[config.mk]
export PLATFORM = sky130hd
export DESIGN_NAME = flash_read_arbiter
export DESIGN_NICKNAME = d
export VERILOG_FILES = /design/src/rtl/flash_read_arbiter.sv
export SDC_FILE = /design/constraint.sdc
export NUM_CORES = 1
export LEC_CHECK = 0
export ABC_CLOCK_PERIOD_IN_PS = 1870
export CORE_MARGIN = 2
export CORE_UTILIZATION = 38
export CTS_CLUSTER_DIAMETER = 40
export DETAILED_ROUTE_END_ITERATION = 10
export GPL_ROUTABILITY_DRIVEN = 0
export PLACE_DENSITY = 0.75
export SLEW_MARGIN = 20
export SYNTH_ARGS = -nofsm -noshare
export SYNTH_HDL_FRONTEND = slang
export SYNTH_SLANG_ARGS = --single-unit
[constraint.sdc]
create_clock -name CLK -period 1.87 [get_ports CLK]
set_clock_uncertainty 0.15 [all_clocks]
set_input_delay 0.187 -clock CLK [delete_from_list [all_inputs] [get_ports CLK]]
set_output_delay 0.187 -clock CLK [all_outputs]
set_load 0.02 [all_outputs]
[src/rtl/flash_read_arbiter.sv]
// Arbitrates the shared SPI flash read engine between icache and dcache misses,
// with an icache starvation guard, a WAIT watchdog and discard of withdrawn requests.
module flash_read_arbiter #(
    parameter int ADDR_W       = 20,
    parameter int DATA_W       = 32,
    parameter int STARVE_LIMIT = 4,
    parameter int TIMEOUT      = 200
) (
    input  logic              CLK,
    input  logic              reset,
    input  logic              icache_miss,
    input  logic [ADDR_W-1:0] icache_addr,
    input  logic              dcache_miss,
    input  logic [ADDR_W-1:0] dcache_addr,
    output logic [1:0]        mode,
    output logic [DATA_W-1:0] rd_data,
    output logic              icache_data_valid,
    output logic              dcache_data_valid,
    output logic              spi_req,
    output logic [ADDR_W-1:0] spi_addr,
    input  logic              spi_ready,
    input  logic              spi_data_valid,
    input  logic [DATA_W-1:0] spi_data,
    output logic              timeout_err
);

    localparam int SW = $clog2(STARVE_LIMIT + 1);

    typedef enum logic [1:0] {IDLE, ISSUE, WAIT, DELIVER} state_t;
    typedef enum logic [1:0] {OWN_NONE = 2'd0, OWN_D = 2'd1, OWN_I = 2'd2} owner_t;

    state_t          state_q, state_d;
    owner_t          owner_q, mask_q;
    logic [SW-1:0]   starve_q;
    logic [7:0]      wd_q;
    logic            elig_i, elig_d, grant_i, grant_d;
    logic            owner_miss, timeout_hit, starving;

    assign starving    = (starve_q == SW'(STARVE_LIMIT));
    assign timeout_hit = (wd_q == 8'(TIMEOUT - 1));
    assign owner_miss  = (owner_q == OWN_I) ? icache_miss : dcache_miss;

    // dcache has priority unless icache has been starved; masked requester sits out one IDLE cycle
    always_comb begin
        elig_i  = icache_miss && (mask_q != OWN_I);
        elig_d  = dcache_miss && (mask_q != OWN_D);
        grant_i = 1'b0;
        grant_d = 1'b0;
        if (state_q == IDLE) begin
            if (elig_i && (starving || !elig_d))
                grant_i = 1'b1;
            else if (elig_d)
                grant_d = 1'b1;
        end
    end

    always_ff @(posedge CLK) begin
        if (reset)
            state_q <= IDLE;
        else
            state_q <= state_d;
    end

    always_comb begin
        state_d = state_q;
        case (state_q)
            IDLE:    if (grant_i || grant_d) state_d = ISSUE;
            ISSUE: begin
                // an accepted handshake cannot be recalled; withdrawal only counts before acceptance
                if (spi_ready)        state_d = WAIT;
                else if (!owner_miss) state_d = IDLE;
            end
            WAIT: begin
                if (spi_data_valid)   state_d = owner_miss ? DELIVER : IDLE;
                else if (timeout_hit) state_d = IDLE;
            end
            DELIVER: state_d = IDLE;
            default: state_d = IDLE;
        endcase
    end

    always_ff @(posedge CLK) begin
        if (reset) begin
            owner_q     <= OWN_NONE;
            mask_q      <= OWN_NONE;
            starve_q    <= '0;
            wd_q        <= '0;
            spi_addr    <= '0;
            rd_data     <= '0;
            timeout_err <= 1'b0;
        end else begin
            timeout_err <= (state_q == WAIT) && !spi_data_valid && timeout_hit;
            case (state_q)
                IDLE: begin
                    mask_q <= OWN_NONE;
                    wd_q   <= '0;
                    if (grant_i) begin
                        owner_q  <= OWN_I;
                        spi_addr <= icache_addr;
                        starve_q <= '0;
                    end else if (grant_d) begin
                        owner_q  <= OWN_D;
                        spi_addr <= dcache_addr;
                        if (icache_miss && !starving)
                            starve_q <= starve_q + SW'(1);
                    end
                end
                ISSUE: wd_q <= '0;
                WAIT: begin
                    wd_q <= wd_q + 8'd1;
                    if (spi_data_valid)
                        rd_data <= spi_data;
                end
                DELIVER: mask_q <= owner_q;
                default: ;
            endcase
        end
    end

    always_comb begin
        mode              = (state_q == IDLE) ? 2'd0 : owner_q;
        spi_req           = (state_q == ISSUE);
        icache_data_valid = (state_q == DELIVER) && (owner_q == OWN_I);
        dcache_data_valid = (state_q == DELIVER) && (owner_q == OWN_D);
    end

endmodule
# After elaboration in Yosys (flattened, before gate mapping)
# Cells that the tools add are included.
# op_classes
addsub,2
n_mul,0
div,0
n_lt_le_gt_ge,0
eq_ne,12
shifts,0
muxes,23
n_bitwise,0
reduce_logical,23
# ops
operator,n
$mux W20,2
$mux W2,9
$pmux W8 S2,1
$mux W3,3
$add A8 B1 Y8 const B,1
$eq A8 B8 Y1 const B,1
$logic_and A1 B1 Y1,8
$pmux W2 S4,1
$reduce_bool A2 Y1,4
$eq A2 B2 Y1 const B,3
$mux W1,6
$ne A3 B3 Y1 const B,2
$reduce_and A3 Y1,2
$eq A2 B1 Y1 const B,2
$ne A2 B2 Y1 const B,2
$pmux W2 S2,1
$reduce_and A2 Y1,2
$add A3 B1 Y3 const B,1
$eq A3 B3 Y1 const B,1
$logic_not A1 Y1,3
$logic_not A2 Y1,1
$logic_or A1 B1 Y1,2
$ne A2 B1 Y1 const B,1
$reduce_or A2 Y1,1
# word_totals
register_bits,70
latchBits,0
ram_bits,0
mem_bits_ro,0
out_inout_bits,58
word_cells,68
memories,0

# Depth between registers and ports, before layout
# logic_depth
word_depth,10
mapped_depth,8
ltp_nobuf,7

# Least setup slack after synthesis
# OpenSTA, ideal clock, no wires.
# synth_timing
kind,reg2reg
startpoint,register state_q[1]
endpoint,register spi_addr[2]
setup_time_ns,0.152
t_arrival_ns,1.550
required_time_ns,1.568
setup_slack_ns,0.018
stages_incl_launch_ff,9
path_buffers,2
cell_sequence,dfxtp_1 -> inv_1 -> ha_1 -> inv_1 -> or3_1 -> buf_2 -> buf_2 -> a21oi_1 -> a221oi_2
# synth_between
elab_chain_len,4
elab_cells_between_ends,6
classes_between,3 x mux; 3 x reduce/logical
# synth_lines
element,line,text
"start, declared",32,"state_t state_q, state_d;"
"start signal, assigned",61,state_q <= state_d;
$logic_not A2 Y1 (*),"49, 93",
$mux W1,49,if (state_q == IDLE) begin
$reduce_bool A2 Y1 (no source line),-,
$reduce_and A2 Y1 (no source line),-,
"end signal, assigned",99,spi_addr <= icache_addr;
"end signal, assigned",103,spi_addr <= dcache_addr;
"end, declared",20,"output logic [ADDR_W-1:0] spi_addr,"
# Every way passes the cells marked *; elsewhere a longest branch is shown, timed or not.
# A chain may end at the register's enable or synchronous reset.

# Worst setup path after layout
# layout_timing
startpoint,register starve_q[1]
endpoint,register spi_addr[1]
# layout_between
elab_chain_len,7
elab_cells_between_ends,10
classes_between,1 x eq/ne; 5 x mux; 4 x reduce/logical
# layout_lines
element,line,text
"start, declared",34,logic [SW-1:0] starve_q;
"start signal, assigned",105,starve_q <= starve_q + SW'(1);
$eq A3 B3 Y1 (*),39,assign starving = (starve_q == SW'(STARVE_LIMIT));
$logic_or A1 B1 Y1 (*),50,if (elig_i && (starving || !elig_d))
$logic_and A1 B1 Y1 (*),50,
$mux W1,50,
$mux W1,49,
$reduce_bool A2 Y1 (no source line),-,
$reduce_and A2 Y1 (no source line),-,
# Marks and branches as above.

==> metrics.cfg <==
[route]
postRouteAntennaNets = 0
drc = 0
finalWirelength_um = 8920
drtPass1Iterations = 4
wl_per_cell_um = 14.3
routed_via_density = 4.93
via_count = 3068
first_iter_violations = 76

[grt]
grt_usage_pct = 18.9
grt_max_degree = 41
grt_overflow = 0
antenna_found_initial = 0
grt_pass1_wl_um = 13300
grt_pass1_vias = 3000

[outcome]
status = complete, but fails checks
violations = setup timing

[job]
cap_violations = 0

[logic_synthesis]
synth_cell_types = 39
synthArstFlopShare_pct = 0
yosys.area.top_type = dfxtp_1
synth.top_cell.area_share_pct = 45.5
syn_inst = 365
synth_area_leaders = dfxtp_1, nand2_1, a21oi_1
synth_nets = 451
yosysSeqAreaShare_pct = 45.5
synth_edf_count = 0
yosys_register_bits = 70
ys.warnings.count = 0
syn_area_per_cell_um2 = 8.44
syn_area_um2 = 3080
synth_flop_cell = dfxtp_1

[setup_path]
cpPeakStageDelay_ns = 0.34
critPathMaxFanout = 6
cpLargestDelayFamily = adder cells
cp_cell_sequence = inv_2 -> ha_4 -> a21boi_2 -> maj3_2 -> nor2b_4 -> buf_6 -> buf_8 -> a21oi_2 -> a221oi_2
worst_ep_required_time_ns = 1.96
endpoint_kind = register
reg2reg_slack_ns = -0.02
crit_slowest_cell = dfxtp_2
critPathKind = reg2reg
worst-path-buf-inv = 3
arrival_ns = 1.98
worst_setup_path_start_kind = register

[floorplanning]
die-area_um2 = 8850
die_y_um = 94.1
num_rows = 32
boundaryPins = 136
die_width_um = 94.1
core_um2 = 7810
start_util_pct = 39.5

[final_layout]
drive_gt1_share_pct = 19.6
synthToLayoutAreaGrowth_pct = 64.8
diodes = 0
fill_cells = 694
fin_nets = 602
post-route-util_pct = 65.1

[clock_tree]
clock_latency_ns = 0.34
clockRootBuffer = clkbuf_8
clkTransAtPathRegs_ns = 0.07
hold_buffers = 0
htree_levels = 3
numCtsBuffers = 9
clockBufferDepth = 2
cts_sinks = 70
cts_tree = done

[sta]
slew_viol_final = 0
worstMarginPinSlew_ns = 0.297
finalSetupViolCount = 2
post-route-period-util_pct = 101
fmax_mhz = 530
grt_setup_unrepaired = true
layout_setup_ws_ns = -0.0161
hold_viol = 0
relSlewSlack_pct = 79.7
fin_setup_tns_ns = -0.0250
min_period_ns = 1.89

[place]
hpwl_um = 6070
port_buffers = 135

[power]
p_per_area_nw_per_um2 = 762
ir_drop_mv = 0.407
finalPower_w = 0.00387
p_leak_nw = 1.89

[worst_hold_path]
hp-class = in2reg

[flip-flops by register name (all words and copies together), names as in the netlist]
register,cells
starve_q,3
rd_data,32
mask_q,2
state_q,2
spi_addr,20
wd_q,8
timeout_err,1
owner_q,2
[report_power, final]
| group | switching, W | leakage [nW] | internal (W) | total, W |
|---|---|---|---|---|
| Sequential | 0.0000456 | 0.571 | 0.00157 | 0.00161 |
| Clock | 0.000535 | 0.106 | 0.000737 | 0.00127 |
| Combinational | 0.000467 | 1.21 | 0.000515 | 0.000982 |
[cell families (layout without fill, tap and decap cells)]
kind of cell,Yosys count,after routing,synth area share (%)
AND/OR/NAND/NOR,136,136,19.0
AO/OA/AOI/OAI,90,90,21.8
flip-flops,70,70,45.5
buffers and inverters,49,204,6.90
adder cells (fa/ha/maj),10,10,3.94
XOR/XNOR,7,7,1.99
multiplexers,3,3,0.974
[stage by stage]
stage                     cells  hold slack (ns)  worst slack, ns  instance area [um2]
after global placement      596            0.292           -0.133                 4610
after floorplan             365            0.173           0.0178                 3080
final                       622            0.187          -0.0161                 5080
after detailed placement    596            0.298           -0.216                 4610
after CTS                   611            0.162          -0.0508                 4820
after global routing        622            0.198          -0.0719                 5080
[per-layer routing]
layer | wire length, um | track usage (%) | vias up | share of wire, %
met5 | 0 | 0 | - | 0
met4 | 129 | 7.61 | 0 | 1.4
met3 | 788 | 6.74 | 13 | 8.8
met2 | 4160 | 30.7 | 118 | 47
met1 | 3840 | 22.6 | 1409 | 43
li1 | - | - | 1528 | -
[worst reg2reg max path: cells and delay by family, from the launching register on]
family	cells	cell delay [ns]
AO/OA/AOI/OAI	3	0.35
AND/OR/NAND/NOR	1	0.15
flip-flops	1	0.34
adder cells (fa/ha/maj)	2	0.49
buffers and inverters	3	0.32
[synth_stat cells, types with 4 or more instances]
cell type	instances
nand2_1	88
dfxtp_1	70
a21oi_1	58
inv_1	26
nor2_1	20
a221oi_2	19
clkbuf_1	12
ha_1	8
nand3_1	6
buf_2	5
xor2_1	5
nor2b_1	4
o21ai_0	4
[final timing paths]
kind / start / end / cells after the start
max: starve_q[1] / spi_addr[1] / 9
min: reset / wd_q[3] / 4
max reg2reg: starve_q[1] / spi_addr[1] / 9
min reg2reg: rd_data[19] / rd_data[19] / 2
[layout make-up]
type,instances,area (um2),area share (%)
clock inverter,5,75.1,1.48
sequential,70,1410,27.7
timing repair buffer,163,1630,32.1
clock buffer,10,128,2.51
multi-input combinational,246,1610,31.8
inverter,26,97.6,1.92
tap,102,128,2.51
[layout by cell type (no fill, tap or decap), types with 2 or more instances in the layout]
cell / instances
a21oi_1: 43
a21oi_2: 12
a21oi_4: 3
a221oi_2: 19
and3_1: 2
buf_12: 3
buf_4: 18
buf_6: 4
buf_8: 2
bufinv_16: 2
clkbuf_2: 2
clkbuf_8: 9
clkdlybuf4s15_2: 2
clkdlybuf4s50_1: 129
clkinv_2: 3
dfxtp_1: 67
dfxtp_2: 3
ha_1: 6
ha_4: 2
inv_1: 22
inv_2: 4
mux2i_1: 3
nand2_1: 88
nand2b_1: 2
nand3_1: 6
nand4b_1: 2
nor2_1: 19
nor2b_1: 4
nor3_1: 2
o21ai_0: 4
xnor2_1: 2
xor2_1: 5
[timing repair]
action	in CTS	in global routing
cloned	0	2
gates resized for setup	12	50
hold endpoints to repair	0	0
buffers inserted	0	9
pin swaps	0	27
endpoints found under the setup margin	25	28
No activity file was read; power rests on OpenSTA's default activity.
